$ cat config.mk
export PLATFORM = sky130hd
export DESIGN_NAME = tone_mixer_nch
export DESIGN_NICKNAME = d
export VERILOG_FILES = /design/src/rtl/tone_mixer_nch.sv
export SDC_FILE = /design/constraint.sdc
export NUM_CORES = 1
export LEC_CHECK = 0
export BUFFER_PORTS_ARGS = -buffer_cell sky130_fd_sc_hd__buf_2
export CORE_MARGIN = 5
export CORE_UTILIZATION = 67
export DETAILED_ROUTE_END_ITERATION = 16
export PLACE_DENSITY = 0.86
export REMOVE_ABC_BUFFERS = 1
export SYNTH_ARGS = -nofsm -noshare
export SYNTH_HDL_FRONTEND = slang
export SYNTH_SLANG_ARGS = --single-unit
$ cat constraint.sdc
create_clock -name CLK -period 19.4 [get_ports CLK]
set_input_delay 0.97 -clock CLK [delete_from_list [all_inputs] [get_ports CLK]]
set_output_delay 0.97 -clock CLK [all_outputs]
set_load 0.01 [all_outputs]
$ cat src/rtl/tone_mixer_nch.sv
// tone_mixer_nch: NUM_CH square-wave tone channels mixed into saturated
// signed stereo samples, plus a programmable tempo strobe and beat counter.
// Optional feature: define TONE_PAN_EN to route each channel by note_pan;
// without it note_pan is ignored and both sides carry the same mix.
module tone_mixer_nch #(
  parameter int NUM_CH   = 4,
  parameter int DIV_W    = 20,
  parameter int SAMPLE_W = 16,
  parameter int TEMPO_W  = 26,
  localparam int CH_W    = (NUM_CH > 1) ? $clog2(NUM_CH) : 1
) (
  input  logic                       CLK,
  input  logic                       RESET_N,
  input  logic                       note_valid,
  output logic                       note_ready,
  input  logic [CH_W-1:0]            note_ch,
  input  logic [DIV_W-1:0]           note_period,
  input  logic [3:0]                 note_vol,
  input  logic [1:0]                 note_pan,
  input  logic [TEMPO_W-1:0]         tempo_period,
  output logic signed [SAMPLE_W-1:0] LData,
  output logic signed [SAMPLE_W-1:0] RData,
  output logic                       tempo,
  output logic [7:0]                 beat_cnt
);

  // Mix accumulator: 8 channels of |A| < 2^(SAMPLE_W-1) fit in SAMPLE_W+3 bits
  localparam int MIX_W = SAMPLE_W + 3;

  // Active and pending per-channel registers
  logic [DIV_W-1:0] r_period  [NUM_CH];
  logic [3:0]       r_vol     [NUM_CH];
  logic [DIV_W-1:0] r_cnt     [NUM_CH];
  logic             r_phase   [NUM_CH];
  logic             r_pend    [NUM_CH];
  logic [DIV_W-1:0] r_pperiod [NUM_CH];
  logic [3:0]       r_pvol    [NUM_CH];
`ifdef TONE_PAN_EN
  logic [1:0]       r_pan     [NUM_CH];
  logic [1:0]       r_ppan    [NUM_CH];
`else
  logic             w_unused_pan;
  assign w_unused_pan = ^note_pan;
`endif

  logic                    w_ready;
  logic [NUM_CH-1:0]       w_wr;
  logic signed [MIX_W-1:0] w_lsum;
  logic signed [MIX_W-1:0] w_rsum;
  logic [TEMPO_W-1:0]      r_tcnt;

  // Signed channel contribution: +/- vol * 2^(SAMPLE_W-5)
  function automatic logic signed [MIX_W-1:0] chan_amp(input logic [3:0] vol,
                                                       input logic       neg);
    logic signed [MIX_W-1:0] mag;
    mag = $signed({{(MIX_W-4){1'b0}}, vol}) << (SAMPLE_W - 5);
    return neg ? -mag : mag;
  endfunction

  // Clamp the wide mix to the signed SAMPLE_W output range
  function automatic logic signed [SAMPLE_W-1:0] sat_sample(input logic signed [MIX_W-1:0] x);
    logic signed [MIX_W-1:0] hi;
    logic signed [MIX_W-1:0] lo;
    hi = $signed({{4{1'b0}}, {(SAMPLE_W-1){1'b1}}});
    lo = $signed({{4{1'b1}}, {(SAMPLE_W-1){1'b0}}});
    if (x > hi)      return hi[SAMPLE_W-1:0];
    else if (x < lo) return lo[SAMPLE_W-1:0];
    else             return x[SAMPLE_W-1:0];
  endfunction

  // Ready drops only while the addressed channel holds a pending update
  always_comb begin
    w_ready = 1'b1;
    w_wr    = '0;
    for (int i = 0; i < NUM_CH; i++) begin
      if (note_ch == CH_W'(i) && r_pend[i]) w_ready = 1'b0;
    end
    for (int i = 0; i < NUM_CH; i++) begin
      w_wr[i] = note_valid && w_ready && (note_ch == CH_W'(i));
    end
  end

  assign note_ready = w_ready;

  // Channel counters, phase toggling and glitch-free retune at boundaries
  always_ff @(posedge CLK or negedge RESET_N) begin
    if (!RESET_N) begin
      for (int i = 0; i < NUM_CH; i++) begin
        r_period[i]  <= '0;
        r_vol[i]     <= '0;
        r_cnt[i]     <= '0;
        r_phase[i]   <= 1'b0;
        r_pend[i]    <= 1'b0;
        r_pperiod[i] <= '0;
        r_pvol[i]    <= '0;
`ifdef TONE_PAN_EN
        r_pan[i]     <= '0;
        r_ppan[i]    <= '0;
`endif
      end
    end else begin
      for (int i = 0; i < NUM_CH; i++) begin
        if (r_period[i] == '0) begin
          // silent channel: a write takes effect immediately
          if (w_wr[i]) begin
            r_period[i] <= note_period;
            r_vol[i]    <= note_vol;
`ifdef TONE_PAN_EN
            r_pan[i]    <= note_pan;
`endif
            r_cnt[i]    <= '0;
            r_phase[i]  <= 1'b0;
          end
        end else begin
          if (r_cnt[i] == r_period[i] - 1'b1) begin
            r_cnt[i] <= '0;
            if (r_pend[i]) begin
              r_period[i] <= r_pperiod[i];
              r_vol[i]    <= r_pvol[i];
`ifdef TONE_PAN_EN
              r_pan[i]    <= r_ppan[i];
`endif
              r_pend[i]   <= 1'b0;
              // a pending period of 0 parks the channel at phase 0
              r_phase[i]  <= (r_pperiod[i] == '0) ? 1'b0 : ~r_phase[i];
            end else begin
              r_phase[i] <= ~r_phase[i];
            end
          end else begin
            r_cnt[i] <= r_cnt[i] + 1'b1;
          end
          // running channel: hold the write until the next boundary
          if (w_wr[i]) begin
            r_pperiod[i] <= note_period;
            r_pvol[i]    <= note_vol;
`ifdef TONE_PAN_EN
            r_ppan[i]    <= note_pan;
`endif
            r_pend[i]    <= 1'b1;
          end
        end
      end
    end
  end

  // Sum the signed contributions of all running channels per side
  always_comb begin
    w_lsum = '0;
    w_rsum = '0;
    for (int i = 0; i < NUM_CH; i++) begin
      if (r_period[i] != '0) begin
`ifdef TONE_PAN_EN
        if (r_pan[i] != 2'b10) w_lsum = w_lsum + chan_amp(r_vol[i], r_phase[i]);
        if (r_pan[i] != 2'b01) w_rsum = w_rsum + chan_amp(r_vol[i], r_phase[i]);
`else
        w_lsum = w_lsum + chan_amp(r_vol[i], r_phase[i]);
        w_rsum = w_rsum + chan_amp(r_vol[i], r_phase[i]);
`endif
      end
    end
  end

  // Registered, saturated stereo output samples
  always_ff @(posedge CLK or negedge RESET_N) begin
    if (!RESET_N) begin
      LData <= '0;
      RData <= '0;
    end else begin
      LData <= sat_sample(w_lsum);
      RData <= sat_sample(w_rsum);
    end
  end

  // Tempo divider: strobe and beat count when the count reaches tempo_period
  always_ff @(posedge CLK or negedge RESET_N) begin
    if (!RESET_N) begin
      r_tcnt   <= '0;
      tempo    <= 1'b0;
      beat_cnt <= '0;
    end else if (tempo_period == '0) begin
      r_tcnt <= '0;
      tempo  <= 1'b0;
    end else if (r_tcnt == tempo_period) begin
      r_tcnt   <= '0;
      tempo    <= 1'b1;
      beat_cnt <= beat_cnt + 8'd1;
    end else if (r_tcnt > tempo_period) begin
      // period lowered below the running count: restart without a beat
      r_tcnt <= '0;
      tempo  <= 1'b0;
    end else begin
      r_tcnt <= r_tcnt + 1'b1;
      tempo  <= 1'b0;
    end
  end

endmodule

# Word-level counts from Yosys, hierarchy flattened
# Index checks and enable logic that the tools add are counted.
[op_classes] n_eq_ne=12 magnitude_cmp=3 add_sub_neg=17 n_mux=91 n_reduce_logical=52 bitwise=9
[op_table] cell="$mux 20" n=28
[op_table] cell="$logic_not 20->1" n=8
[op_table] cell="$mux 19" n=8
[op_table] cell="$add 20x1->20 const B" n=4
[op_table] cell="$eq 20x20->1" n=4
[op_table] cell="$reduce_bool 20->1" n=4
[op_table] cell="$sub 20x1->20 const B" n=4
[op_table] cell="$mux 26" n=3
[op_table] cell="$neg 15->19" n=4
[op_table] cell="$mux 4" n=16
[op_table] cell="$add 19x19->19" n=3
[op_table] cell="$mux 1" n=34
[op_table] cell="$mux 16" n=2
[op_table] cell="$add 26x1->26 const B" n=1
[op_table] cell="$eq 26x26->1" n=1
[op_table] cell="$gt 26x26->1" n=1
[op_table] cell="$logic_not 26->1" n=1
[op_table] cell="$reduce_and 2->1" n=13
[op_table] cell="$reduce_bool 2->1" n=12
[op_table] cell="$gt 19x16->1 const B" n=1
[op_table] cell="$lt 19x16->1 const B" n=1
[op_table] cell="$reduce_and 3->1" n=4
[op_table] cell="$logic_and 1x1->1" n=9
[op_table] cell="$not 1->1" n=9
[op_table] cell="5 further kinds" n=9
[word_totals] register_bits=331 output_inout_bits=42 in_bits=57

# Longest topological paths before layout
[logic_depth] word_depth=12 depth_mapped=35 ltp_nobuf=34

# Least setup slack after synthesis
# OpenSTA, ideal clock, no wires.
[synth_path] path_kind="flip-flop to flip-flop" start="register r_period[60] in the netlist's numbering" end="register RData[11]" t_arrival_ps=6358 path_stages_with_launch=36 n_path_buf=1 slack_ps=12897 t_required_ps=19255 path_cell_list="dfrtp_1 -> inv_1 -> ha_1 -> or3b_2 -> clkbuf_1 -> or4_1 -> nor2_1 -> nor2_1 -> ha_1 -> inv_1 -> fa_1 -> inv_1 -> a21o_1 -> maj3_1 -> and3_1 -> o21ai_0 -> and2_1 -> ha_1 -> o21a_1 -> o31a_1 -> nor2_1 -> o2111ai_1 -> o311a_1 -> a31o_2 -> a21oi_1 -> nor2_1 -> ha_1 -> o21ai_0 -> nand2b_1 -> o31ai_1 -> xnor2_1 -> nand2_1 -> xnor3_1 -> xnor2_1 -> a21oi_1 -> o21ai_0"
[synth_via] elab_chain_len=11 elab_cells_between_ends=12 classes_between="add/sub (3); order compare (2); mux (6); reduce/logical (1)"
[synth_rtl] element="from (decl)" line_no="31" source="logic [DIV_W-1:0] r_period [NUM_CH];"
[synth_rtl] element="from (signal, indexed assignment)" line_no="106" source="r_period[i] <= note_period;"
[synth_rtl] element="from (signal, indexed assignment)" line_no="118" source="r_period[i] <= r_pperiod[i];"
[synth_rtl] element="$reduce_bool 20->1 (*)" line_no="151" source="if (r_period[i] != '0) begin"
[synth_rtl] element="$mux 19 (*)" line_no="151"
[synth_rtl] element="$add 19x19->19" line_no="157" source="w_rsum = w_rsum + chan_amp(r_vol[i], r_phase[i]);"
[synth_rtl] element="$mux 19 (*)" line_no="151"
[synth_rtl] element="$add 19x19->19" line_no="157"
[synth_rtl] element="$mux 19 (*)" line_no="151"
[synth_rtl] element="$add 19x19->19" line_no="157"
[synth_rtl] element="$mux 19 (*)" line_no="151"
[synth_rtl] element="$lt 19x16->1" line_no="67" source="else if (x < lo) return lo[SAMPLE_W-1:0];"
[synth_rtl] element="$mux 16" line_no="67"
[synth_rtl] element="$mux 16 (*)" line_no="66" source="if (x > hi) return hi[SAMPLE_W-1:0];"
[synth_rtl] element="to (signal assigned)" line_no="170" source="RData <= sat_sample(w_rsum);"
[synth_rtl] element="to (decl)" line_no="22" source="output logic signed [SAMPLE_W-1:0] RData,"
# Mark *: on every way between the ends. The rest lies on a longest branch, timed or not.
# A chain may end at the register's enable or synchronous reset.

# Worst setup path after layout
[layout_path] start="register r_period[60] in the netlist's numbering" end="register RData[14]"
# Same word-level chain as after synthesis.

==> flow_summary.toml <==
[critical_path]
endpoint_kind = "flip-flop"
criticalPathCategory = "reg -> reg"
max_stage_delay_ns = 0.68
crit_arrival_ns = 7.94
crit_path_max_fanout = 6
cp-start-kind = "flip-flop"
worstPathRequired_ns = 19.82
cp_slowest_cell = "or4_1"

[timing]
grt_setup_unrepaired = "false"
finClkSkew_ns = 0.0193
hold_viol = 0
fin_hold_ws_ns = 0.435
setup_viol = 0
fin_crit_ns = 7.52
period_share_pct = 38.8
slew_violations = 0
maxSlewHeadroom_pct = 20.3
worst_slew_pin_slew_ns = 1.19
fmax_mhz = 133
setup_tns_ns = 0

[clock_tree]
cts_resized = 0
clock_path_buffers = 3
cts_made_buffers = 36
cts_tree = "done"
htreeDepth = 2
clock_sinks = 321
postCtsHoldBufs = 0
insertion_delay_ns = 0.53
clkTransAtPathRegs_ns = 0.06
root_buffer = "clkbuf_16"
postCtsSetupBuffers = 0

[synthesis]
synthArstFlopShare_pct = 100
synth_top_area_share_pct = 40.4
synth_edf_count = 0
ys_seq_area_share_pct = 40.4
synth_largest_area_cell = "dfrtp_1"
synthTopCellsByCount = "dfrtp_1, nor2_1, nand2_1"
synth_cell_types = 77
synth_most_common_cell = "dfrtp_1"
synth_area_mm2 = 0.0199
synth_area_per_cell_um2 = 8.86
ys_ff_latch = 321
syn_inst = 2245
synthFlopType = "dfrtp_1"
yosys-top-cells-area = "dfrtp_1, nor2_1, mux2_2, o21ai_0, xnor2_1"
ys_warn_count = 0

[final_layout]
nNetsFinal = 2384
area_growth_pct = 8.32
drive_gt1_share_pct = 13.1
fill_cells = 2137

[global_route]
grt_max_degree = 185
grt_usage_pct = 30.1
grt_overflow = 0
use_met2_pct = 49.2
grt_use_met1_pct = 40.4
grt_first_pass_wirelength_mm = 83.5
grt_pass1_vias = 16950
top_usage_layer = "met2"
grt.met3_usage_pct = 4.84
antenna_found_initial = 2

[flow_run]
max_cap_viol_count = 0

[floorplan]
rows = 63
core_mm2 = 0.0295
die_area_mm2 = 0.0332
ios = 99
start_util_pct = 67.5
die_w_um = 182
die-height_um = 182

[status]
status = "finished clean"

[routing]
vias = 17410
first_pass_iters = 5
route.detailed.drc = 0
initialDrtViolationCount = 1585
finalWirelength_mm = 50.7
vias_per_cell = 6.51
ant_nets = 0
wl_per_cell_um = 18.9

[placement]
gp_congestion = 0.982
dp_hpwl_mm = 34.8
port_buffers = 96

[hold_path]
hold_class = "in -> async"

[pwr]
p_per_area_mw_per_mm2 = 99.3
power_leakage_nw = 9.93
ir_drop_v = 0.0000827
-- worst max-delay path: cells and delay by family (launching register included) --
family                   cells  cell delay [ns]
AO/OA/AOI/OAI               12             1.92
XOR/XNOR                     3             0.80
adder cells (fa/ha/maj)      6             1.57
buffers and inverters        3             0.22
flip-flops                   1             0.44
AND/OR/NAND/NOR             10             2.45
-- cells by family after synthesis --
family,synth area share [%]
mux,5.38
simple gates,22.6
compound gates,15.9
flops,40.4
fa+ha+maj,4.31
xor+xnor,6.39
buf+inv,4.97
-- layout make-up --
type                            instances  area [um2]  area share, %
Clock inverter                         13         124          0.575
Timing Repair Buffer                  111         616           2.86
Tap cell                              390         488           2.26
Inverter                               94         353           1.64
Multi-Input combinational cell       1697       10900           50.6
Antenna cell                            2        5.00         0.0232
Sequential cell                       321        8030           37.3
Clock buffer                           47        1030           4.80
-- report_power, final --
group / leakage (nW) / switching, mW / internal (mW)
clock: 0.574 / 0.279 / 0.401
combinational: 5.36 / 0.343 / 0.262
sequential: 3.99 / 0.100 / 0.755
-- per-layer routing --
metal  part of all wire, %  up-vias
li1                      -     8075
met1                    41     8457
met5                     0        -
met3                   7.3      138
met4                   3.8        0
met2                    47      740
-- registers in the layout (all words and copies together) (netlist names) --
name and count:
RData 6, beat_cnt 8, r_phase 4, tempo 1, r_vol 16, r_period 80
r_tcnt 26, r_pperiod 80, r_cnt 80, r_pvol 16, r_pend 4
-- worst paths after layout --
path                                     startpoint                       to  slack, ns  cells past startpoint
min reg2reg                 beat_cnt[7]$_DFFE_PN0P_  beat_cnt[7]$_DFFE_PN0P_       0.47                      1
max reg2reg                r_period[60]$_DFFE_PN0P_      RData[14]$_DFF_PN0_      11.88                     34
min                                         RESET_N    r_cnt[45]$_DFFE_PN0P_       0.43                      1
min in group CLK            beat_cnt[7]$_DFFE_PN0P_  beat_cnt[7]$_DFFE_PN0P_       0.47                      1
max in group asynchronous                   RESET_N     r_cnt[9]$_DFFE_PN0P_      17.54                      2
max                        r_period[60]$_DFFE_PN0P_      RData[14]$_DFF_PN0_      11.88                     34
-- placed cells by master, fill, tap and decap left out, types with 9 or more instances in the layout --
| cell | count |
|---|---|
| dfrtp_1 | 321 |
| nor2_1 | 267 |
| nand2_1 | 191 |
| o21ai_0 | 170 |
| buf_2 | 95 |
| inv_1 | 93 |
| xnor2_1 | 92 |
| mux2_2 | 87 |
| and3_1 | 77 |
| nor3_1 | 70 |
| ha_1 | 63 |
| nand3_1 | 55 |
| o22ai_1 | 51 |
| xor2_1 | 48 |
| nand2b_1 | 47 |
| a31oi_1 | 45 |
| a21oi_1 | 44 |
| nor4_1 | 44 |
| clkbuf_16 | 37 |
| o31ai_1 | 27 |
| nand4_1 | 26 |
| a21o_1 | 25 |
| or4_1 | 23 |
| or3_1 | 22 |
| a221oi_1 | 20 |
| nor2b_1 | 16 |
| buf_4 | 14 |
| a211oi_1 | 12 |
| o21a_1 | 11 |
| or2_2 | 11 |
| mux2i_1 | 9 |
-- through the flow --
stage | total power [mW] | utilization, % | cell area, um2 | instances | setup slack [ns]
floorplan | 1.27 | - | 19300 | 2112 | 12.96
detailed placement | 1.46 | 69.2 | 20400 | 2613 | 12.10
finish | 2.14 | 73.1 | 21600 | 2675 | 11.88
global route | 2.25 | 73.1 | 21600 | 2675 | 11.29
CTS | 2.14 | 73.1 | 21500 | 2673 | 11.96
global placement | 1.43 | 69.2 | 20400 | 2613 | 12.26
(Power assumes the default switching activity.)
